**src/rtl/ps2_keycode_decoder.sv**
```systemverilog
//------------------------------------------------------------------------------
// Module  : ps2_keycode_decoder
// Brief   : PS/2 scan-code decoder with shift tracking, keycode FIFO and
//           stretched flag strobe for the VGA text display.
// Revision: 1.0
//------------------------------------------------------------------------------
`default_nettype none

module ps2_keycode_decoder #(
  parameter int FIFO_DEPTH    = 4,
  parameter int FLAG_CYCLES   = 16,
  parameter int REPEAT_FILTER = 1
) (
  input  logic                          clk,
  input  logic                          reset,
  input  logic [7:0]                    rx_byte,
  input  logic                          rx_valid,
  output logic [31:0]                   keycode,
  output logic                          flag,
  output logic                          overflow,
  output logic [$clog2(FIFO_DEPTH):0]   fifo_count
);

  localparam int AW = $clog2(FIFO_DEPTH);
  localparam int CW = $clog2(FLAG_CYCLES) + 1;
  localparam logic [AW:0]   c_depth    = (AW+1)'(FIFO_DEPTH);
  localparam logic [CW-1:0] c_cnt_last = CW'(FLAG_CYCLES - 1);

  typedef enum logic [1:0] {IDLE, EXT, BREAK, EXT_BREAK} dec_state_t;
  typedef enum logic [1:0] {IDLE_OUT, HIGH, LOW} out_state_t;

  dec_state_t      r_dec_state;
  out_state_t      r_out_state;
  logic            r_shift;
  logic [7:0]      r_last_make;
  logic            r_push_vld;
  logic            r_push_ext;
  logic [7:0]      r_push_code;
  logic [9:0]      r_mem [FIFO_DEPTH];
  logic [AW-1:0]   r_wr_ptr;
  logic [AW-1:0]   r_rd_ptr;
  logic [AW:0]     r_count;
  logic            r_overflow;
  logic [31:0]     r_keycode;
  logic            r_flag;
  logic [CW-1:0]   r_cnt;

  logic            w_noise;
  logic            w_shift_code;
  logic            w_repeat;
  logic            w_empty;
  logic            w_full;
  logic            w_pop;
  logic            w_bypass;
  logic            w_fifo_wr;
  logic            w_drop;
  logic [9:0]      w_head;
  logic [9:0]      w_push_word;

  assign w_noise      = (rx_byte == 8'hAA) || (rx_byte == 8'hFA) || (rx_byte == 8'hFE) ||
                        (rx_byte == 8'hEE) || (rx_byte == 8'h00) || (rx_byte == 8'hFF);
  assign w_shift_code = (rx_byte == 8'h12) || (rx_byte == 8'h59);
  assign w_repeat     = (REPEAT_FILTER != 0) && (rx_byte == r_last_make);

  // Decoder: a completed make is staged for one cycle, then pushed.
  always_ff @(posedge clk or posedge reset) begin
    if (reset) begin
      r_dec_state <= IDLE;
      r_shift     <= 1'b0;
      r_last_make <= 8'h00;
      r_push_vld  <= 1'b0;
      r_push_ext  <= 1'b0;
      r_push_code <= 8'h00;
    end else begin
      r_push_vld <= 1'b0;
      if (rx_valid) begin
        case (r_dec_state)
          IDLE: begin
            if (rx_byte == 8'hE0) begin
              r_dec_state <= EXT;
            end else if (rx_byte == 8'hF0) begin
              r_dec_state <= BREAK;
            end else if (w_noise) begin
              r_dec_state <= IDLE;
            end else if (w_shift_code) begin
              r_shift <= 1'b1;
            end else if (!w_repeat) begin
              r_last_make <= rx_byte;
              r_push_vld  <= 1'b1;
              r_push_ext  <= 1'b0;
              r_push_code <= rx_byte;
            end
          end
          EXT: begin
            if (rx_byte == 8'hF0) begin
              r_dec_state <= EXT_BREAK;
            end else if (rx_byte == 8'hE0) begin
              r_dec_state <= EXT;
            end else begin
              r_dec_state <= IDLE;
              if (rx_byte != 8'h12 && !w_repeat) begin
                r_last_make <= rx_byte;
                r_push_vld  <= 1'b1;
                r_push_ext  <= 1'b1;
                r_push_code <= rx_byte;
              end
            end
          end
          BREAK: begin
            if (rx_byte != 8'hF0 && rx_byte != 8'hE0) begin
              r_dec_state <= IDLE;
              if (w_shift_code)
                r_shift <= 1'b0;
              else if (rx_byte == r_last_make)
                r_last_make <= 8'h00;
            end
          end
          default: begin
            if (rx_byte != 8'hF0 && rx_byte != 8'hE0) begin
              r_dec_state <= IDLE;
              if (rx_byte == r_last_make)
                r_last_make <= 8'h00;
            end
          end
        endcase
      end
    end
  end

  // An idle output stage with an empty FIFO takes the staged make directly.
  assign w_empty     = (r_count == '0);
  assign w_full      = (r_count == c_depth);
  assign w_pop       = (r_out_state == IDLE_OUT) && !w_empty;
  assign w_bypass    = (r_out_state == IDLE_OUT) && w_empty && r_push_vld;
  assign w_fifo_wr   = r_push_vld && !w_bypass && (!w_full || w_pop);
  assign w_drop      = r_push_vld && !w_bypass && w_full && !w_pop;
  assign w_head      = r_mem[r_rd_ptr];
  assign w_push_word = {r_shift, r_push_ext, r_push_code};

  always_ff @(posedge clk) begin
    if (w_fifo_wr)
      r_mem[r_wr_ptr] <= w_push_word;
  end

  always_ff @(posedge clk or posedge reset) begin
    if (reset) begin
      r_wr_ptr   <= '0;
      r_rd_ptr   <= '0;
      r_count    <= '0;
      r_overflow <= 1'b0;
    end else begin
      if (w_fifo_wr)
        r_wr_ptr <= r_wr_ptr + 1'b1;
      if (w_pop)
        r_rd_ptr <= r_rd_ptr + 1'b1;
      if (w_fifo_wr && !w_pop)
        r_count <= r_count + 1'b1;
      else if (!w_fifo_wr && w_pop)
        r_count <= r_count - 1'b1;
      if (w_drop)
        r_overflow <= 1'b1;
    end
  end

  always_ff @(posedge clk or posedge reset) begin
    if (reset) begin
      r_out_state <= IDLE_OUT;
      r_keycode   <= '0;
      r_flag      <= 1'b0;
      r_cnt       <= '0;
    end else begin
      case (r_out_state)
        IDLE_OUT: begin
          r_cnt <= '0;
          if (w_pop || w_bypass) begin
            r_keycode   <= {22'b0, (w_pop ? w_head : w_push_word)};
            r_flag      <= 1'b1;
            r_out_state <= HIGH;
          end
        end
        HIGH: begin
          if (r_cnt == c_cnt_last) begin
            r_cnt       <= '0;
            r_flag      <= 1'b0;
            r_out_state <= LOW;
          end else begin
            r_cnt <= r_cnt + 1'b1;
          end
        end
        default: begin
          if (r_cnt == c_cnt_last) begin
            r_cnt       <= '0;
            r_out_state <= IDLE_OUT;
          end else begin
            r_cnt <= r_cnt + 1'b1;
          end
        end
      endcase
    end
  end

  assign keycode    = r_keycode;
  assign flag       = r_flag;
  assign overflow   = r_overflow;
  assign fifo_count = r_count;

endmodule

`default_nettype wire

```
**config.mk**
```make
export PLATFORM = sky130hd
export DESIGN_NAME = ps2_keycode_decoder
export DESIGN_NICKNAME = d
export VERILOG_FILES = /design/src/rtl/ps2_keycode_decoder.sv
export SDC_FILE = /design/constraint.sdc
export NUM_CORES = 1
export LEC_CHECK = 0
export BUFFER_PORTS_ARGS = -buffer_cell sky130_fd_sc_hd__buf_2
export CORE_MARGIN = 1.5
export CORE_UTILIZATION = 43
export DETAILED_ROUTE_END_ITERATION = 6
export PLACE_DENSITY = 0.66
export SYNTH_ARGS = -nofsm -noshare
export SYNTH_HDL_FRONTEND = slang
export SYNTH_SLANG_ARGS = --single-unit
```
**constraint.sdc**
```tcl
create_clock -name clk -period 2.9 [get_ports clk]
set_input_delay 0.145 -clock clk [delete_from_list [all_inputs] [get_ports clk]]
set_output_delay 0.145 -clock clk [all_outputs]
set_load 0.02 [all_outputs]
```
==> run metrics, run 1 <==
internal power summed over all cells=0.00274 W; CTS buffer count=9; number of nets in the layout=320; top-area cell type share of the netlist area=30.9%; biggest area contributors in the synthesized netlist=edfxtp_1 (31%), dfrtp_1 (30%), mux4_2 (5.8%); Mapped Cells=276; power per cell area=940 nW/um2; fraction of the cycle the final worst path needs=81.5%; Sequential cell area=2380 um2; number of hold-slack violations in the final timing report=0; outcome=complete, no violations; setup TNS=0 ps; Avg Inst Size Synth=14.1 um2; Vias/cell=5.10; highest clock frequency the design can meet=0.423 GHz; vias after detailed routing=2115; FP Rows=34; post-route minimum period=2360 ps; cell accounting for the most synthesized area=edfxtp_1; hold buffers post-CTS=0; Commonest cells post-synth=dfrtp_1 (47), edfxtp_1 (40), buf_4 (22), nor2_1 (22), a21oi_1 (15); antenna cells=0; Placed Instance Area=4020 um2; Post-Synthesis Cell Area=3890 um2; remaining antenna violation count after routing=0; multi-input gate area in the final layout=1330 um2; worst clock skew on the final layout=13.6 ps; final std cell area, no fill=4260 um2; height of the die=98.1 um; WS Path Type=reg -> reg; register clock-pin slew on the reported worst setup and hold paths=80 ps; Final Routed Wirelength=6.40 mm; measured slew at the worst slew-check pin=997 ps; GRT Util Overall=14.1%; CTS tree=done; count of flip-flops with a built-in enable after synthesis=40; wire length of the first global-routing pass=10.4 mm; number of synthesized register bits=87; Leak Pwr=1.68 nW; maximum number of pins on one net before global-route repair=48; DR iter-0 viols=89; post-detailed-route wirelength per cell=15.4 um; Initial Utilization=44.6%; Max Cap Viol=0; Top FF cell, synth=dfrtp_1; Seq pwr share=47.5%; CTS root buf=clkbuf_8; maximum buffer depth of the clock tree=2; initial antenna violation count=0; share of post-route cells with drive strength above 1=21.5%; crit path from=r_out_state[0]; unique cell type count in the Yosys netlist=45; count of input and output buffers=25; worst endpoint data arrival time=2630 ps; Worst Hold Class=in -> async; Die Wd=98.1 um; fin worst setup slack=537 ps; aggregate global routing overflow=0; post-synthesis sequential area ratio=61.2%; # DRC=0; Worst-Skew Late Latency=350 ps; maximum VDD drop=0.321 mV; reg-to-reg critical path startpoint=r_out_state[0]; Slew Limit Fails=0; core box area=8720 um2; Clk pwr share=25.6%; sw power=0.00127 W; die area=9620 um2; first drt pass iteration count=4; part of the total power dissipated in combinational logic=26.9%; most frequent cell after synthesis=dfrtp_1; number of H-tree levels=3; clock net sink count=87; sort of element at the start of the critical path=register; Sw Ratio=31.6%; proportion of register bits with asynchronous set or reset after synthesis=54.0%; number of top-level pins=48; Worst EP required=3170 ps; area overhead of the layout relative to synthesis=9.62%; yosys synthesis warning count=0; HPWL Detailed=4.22 mm; category of the worst setup path capture point=register; number of global-route vias before repair=2091; headroom to the max-slew limit=33.6%; number of setup violations in the final report=0; Filler Cells Inserted=774; unrepaired setup endpoints after global routing=no; post-CTS resize count=0; Post-CTS Repair Setup Buffers=0; largest fanout on the critical path=8; placer's final routability congestion estimate=0.805; minimum setup slack after placement=574 ps
[worst max-delay path: stages, from the launching register on]
cell	delay, ps
dfrtp_1	410
or2_2	370
xnor2_1	140
a21oi_1	150
buf_4	160
ha_1	180
inv_1	60
fa_1	370
xor2_1	170
nor2_1	110
xor2_1	150
[metal layers]
layer	track usage, %	up-vias	part of all wire, %
met5	0	-	0
met4	6.59	0	1.9
met3	3.22	10	3.1
met2	21.6	41	46
met1	19.2	1061	49
li1	-	1003	-
[layout by cell type, fill, tap and decap left out, drive strengths merged, types with 4 or more instances in the layout]
| cell type | Yosys | layout |
|---|---|---|
| buf | 30 | 28 |
| inv | 8 | 9 |
| mux4 | 10 | 10 |
| dfrtp | 47 | 47 |
| edfxtp | 40 | 40 |
| xor2 | 4 | 4 |
| ha | 6 | 6 |
| clkbuf | 4 | 11 |
| mux2i | 10 | 10 |
| xnor2 | 13 | 13 |
| conb | 1 | 22 |
| nand2 | 7 | 7 |
| mux2 | 10 | 10 |
| and2 | 4 | 4 |
| nor2 | 23 | 23 |
| o21ai | 4 | 4 |
| a22o | 8 | 8 |
| a21oi | 16 | 16 |
[through the flow]
step / power, W / util, % / hold slack, ps / cells
floorplan: 0.00273 / - / 278 / 297
detailed placement: 0.00302 / 46.1 / 430 / 399
global placement: 0.00297 / 46.1 / 419 / 399
global route: 0.00424 / 48.9 / 92.4 / 415
CTS: 0.00405 / 48.9 / 46.2 / 415
finish: 0.00401 / 48.9 / 7.22 / 415
[power by group through the flow]
stage	logic, W	registers [W]	clock network, W
2_1_floorplan	0.000789	0.00195	0
3_3_place_gp	0.00106	0.00191	0
3_5_place_dp	0.00109	0.00194	0
4_1_cts	0.00110	0.00191	0.00105
5_1_grt	0.00119	0.00196	0.00109
6_report	0.00108	0.00190	0.00103
[worst paths after layout]
path | slack (ps) | to | cells after the start
max | 540 | fifo_count[2] | 10
min | 7 | fifo_count[0] | 2
max reg2reg | 540 | fifo_count[2] | 10
min reg2reg | 460 | r_cnt[0] | 1
max in group asynchronous | 2250 | r_wr_ptr[0] | 2
min in group clk | 60 | r_dec_state[0] | 3
[area by class of cell]
type                    count  area share (%)
multi-input cells         168            31.1
clock buffers              11            3.32
well taps                 108            3.17
clock inverters             5            2.44
flip-flops and latches     87            55.8
repair buffers             28            3.46
inverters                   8           0.705
[logic make-up (layout without fill, tap and decap cells)]
logic type	count (synthesis)	after routing	synth area share, %
and+or+nand+nor	54	54	7.47
muxes	30	30	11.4
adders and majority gates	7	7	2.45
xor gates and xnor gates	17	17	3.83
DFF	87	87	61.2
other	1	22	0.0965
AOI/OAI and AO/OA	38	38	6.89
buffers and inverters	42	52	6.76
[state kept, by name, summed over array words and instances (netlist names)]
name,flops
flag,1
r_push_vld,1
r_dec_state,2
r_wr_ptr,2
r_push_code,8
keycode,10
r_mem,40
fifo_count,3
r_rd_ptr,2
overflow,1
r_cnt,5
r_shift,1
r_push_ext,1
r_last_make,8
r_out_state,2
(Power assumes the default switching activity.)
==> inputs of run 2 (changes only) <==
--- a/config.mk
+++ b/config.mk
@@ -9,7 +9,7 @@
 export CORE_MARGIN = 1.5
 export CORE_UTILIZATION = 43
 export DETAILED_ROUTE_END_ITERATION = 6
-export PLACE_DENSITY = 0.66
+export PLACE_DENSITY = 0.68
 export SYNTH_ARGS = -nofsm -noshare
 export SYNTH_HDL_FRONTEND = slang
 export SYNTH_SLANG_ARGS = --single-unit
==> constraint.sdc (replaced) <==
create_clock -name clk -period 1.9 [get_ports clk]
set_input_delay 0.095 -clock clk [delete_from_list [all_inputs] [get_ports clk]]
set_output_delay 0.095 -clock clk [all_outputs]
set_load 0.02 [all_outputs]
==> run metrics, run 2 (synthesis results as in run 1) <==
placer's final routability congestion estimate=0.772; final cell count without fillers=438; worst clock skew on the final layout=15.5 ps; maximum buffer depth of the clock tree=2; outcome=complete, but fails checks; critical path's largest stage delay=380 ps; remaining antenna violation count after routing=0; first drt pass iteration count=4; area overhead of the layout relative to synthesis=15.5%; vias after detailed routing=2188; die area=9620 um2; number of cells on the worst hold path=3; measured slew at the worst slew-check pin=513 ps; unrepaired setup endpoints after global routing=yes; final std cell area, no fill=4490 um2; Critical Path Slowest Stage Cell=dfrtp_1; sum of buffers and inverters on the critical path=1; fraction of the cycle the final worst path needs=105%; number of top-level pins=48; maximum number of pins on one net before global-route repair=26; Worst Hold Class=in -> reg; core box area=8720 um2; category of the worst setup path capture point=register; top register by number of flip-flops=r_mem; CTS tree=done; register clock-pin slew on the reported worst setup and hold paths=80 ps; height of the die=98.1 um; FP Rows=34; clock net sink count=87; Inst Count DP=417; share of the core filled with cells in the final layout=51.5%; total power consumption of the routed design=0.00598 W; aggregate global routing overflow=0; share of post-route cells with drive strength above 1=29.1%; most frequent cell on the critical path=xor2_1; leading cell types in the layout, fill and taps excluded=dfrtp_1 (47), edfxtp_1 (40), buf_2 (25), conb_1 (22), nor2_1 (21); Initial Utilization=44.6%; flip-flop count of the largest register after layout=40; worst endpoint data arrival time=2220 ps; wire length of the first global-routing pass=11.1 mm; violations in the final reports=negative setup slack; leading cell type in the layout, fill and taps excluded=dfrtp_1; number of global-route vias before repair=2163; Register-to-Register Path Depth=9; DR iter-0 viols=71; highest clock frequency the design can meet=0.502 GHz; setup TNS=-149 ps; headroom to the max-slew limit=65.7%; GRT Util Overall=14.9%; number of stages on the worst setup path=9; # DRC=0; number of setup violations in the final report=2; WS Path Type=reg -> reg; Die Wd=98.1 um; number of H-tree levels=3; number of nets in the layout=343; Worst-Skew Late Latency=350 ps; largest fanout on the critical path=2; Crit path max-delay family=adder cells; cell breakdown of the critical path=or2_4 > xnor2_2 > a21oi_2 > ha_2 > inv_2 > fa_2 > xor2_1 > nor2_1 > xor2_1; Leak Pwr=1.77 nW; number of hold-slack violations in the final timing report=0; count of input and output buffers=25; CTS buffer count=9; power per cell area=1330 nW/um2; sort of element at the start of the critical path=register; post-route minimum period=1990 ps; Slew Limit Fails=0; antenna cells=0; fin worst setup slack=-93.4 ps; Vias/cell=5.00; maximum VDD drop=0.479 mV; post-detailed-route wirelength per cell=15.0 um; Final Routed Wirelength=6.59 mm; CTS root buf=clkbuf_8; initial antenna violation count=0; Max Cap Viol=0; Placed Instance Area=4240 um2; HPWL Detailed=4.55 mm; Worst EP required=2130 ps
-- run 2: cell count changes in the layout (fill, tap and decap cells not counted), sizes merged --
cell | before | now
clkinvlp | 0 | 3
buf | 28 | 50
clkbuf | 11 | 10
bufinv | 3 | 0
dlygate4sd3 | 0 | 1
clkinv | 1 | 2
-- run 2: worst paths after layout --
kind | endpoint | slack [ps] | start
setup reg to reg | fifo_count[2] | -90 | r_out_state[0]
min in group asynchronous | r_last_make[4] | 320 | reset
setup / recovery | fifo_count[2] | -90 | r_out_state[0]
hold reg to reg | r_cnt[0] | 460 | r_cnt[0]
max in group asynchronous | keycode[9] | 1060 | reset
hold / removal | r_dec_state[0] | 40 | rx_valid
-- run 2: worst register-to-register path, stage by stage, from the launching register on --
cell and delay [ps]:
dfrtp_1 380, or2_4 260, xnor2_2 130, a21oi_2 160, ha_2 210, inv_2 40, fa_2 320, xor2_1 150
nor2_1 70, xor2_1 150
-- run 2: layout make-up --
cell class	count	area, um2
inverters	8	30.0
multi-input cells	168	1390
clock inverters	6	45.0
repair buffers	51	385
flip-flops and latches	87	2380
fillers	750	4230
clock buffers	10	128
well taps	108	135
-- run 2: per-layer routing --
metal	wire [um]	global-route usage (%)	up-vias
met5	0	0	-
met4	53	5.49	0
met3	234	3.65	8
met2	3040	22.4	42
met1	3260	20.9	1083
li1	-	-	1055
-- run 2: metrics by stage --
step	worst slack [ps]	hold slack, ps
3_5_place_dp	-136	164
5_1_grt	-178	50.9
6_report	-93.4	43.4
3_3_place_gp	-61.3	157
2_1_floorplan	-329	228
4_1_cts	-115	32.5
-- run 2: power breakdown --
| group | switching (W) | leakage (nW) | internal (W) | total [W] |
|---|---|---|---|---|
| logic | 0.00104 | 0.771 | 0.00101 | 0.00205 |
| registers | 0.000314 | 0.923 | 0.00249 | 0.00280 |
| clock network | 0.000653 | 0.0789 | 0.000479 | 0.00113 |
| total | 0.00201 | 1.77 | 0.00398 | 0.00598 |
-- run 2: what timing repair did --
action | in CTS | in global routing
hold buffers | 1 | 0
endpoints found under the setup margin | 9 | 11
hold endpoints to repair | 22 | 0
buffers inserted | 2 | 2
resized for setup | 2 | 5
pin swaps | 5 | 4
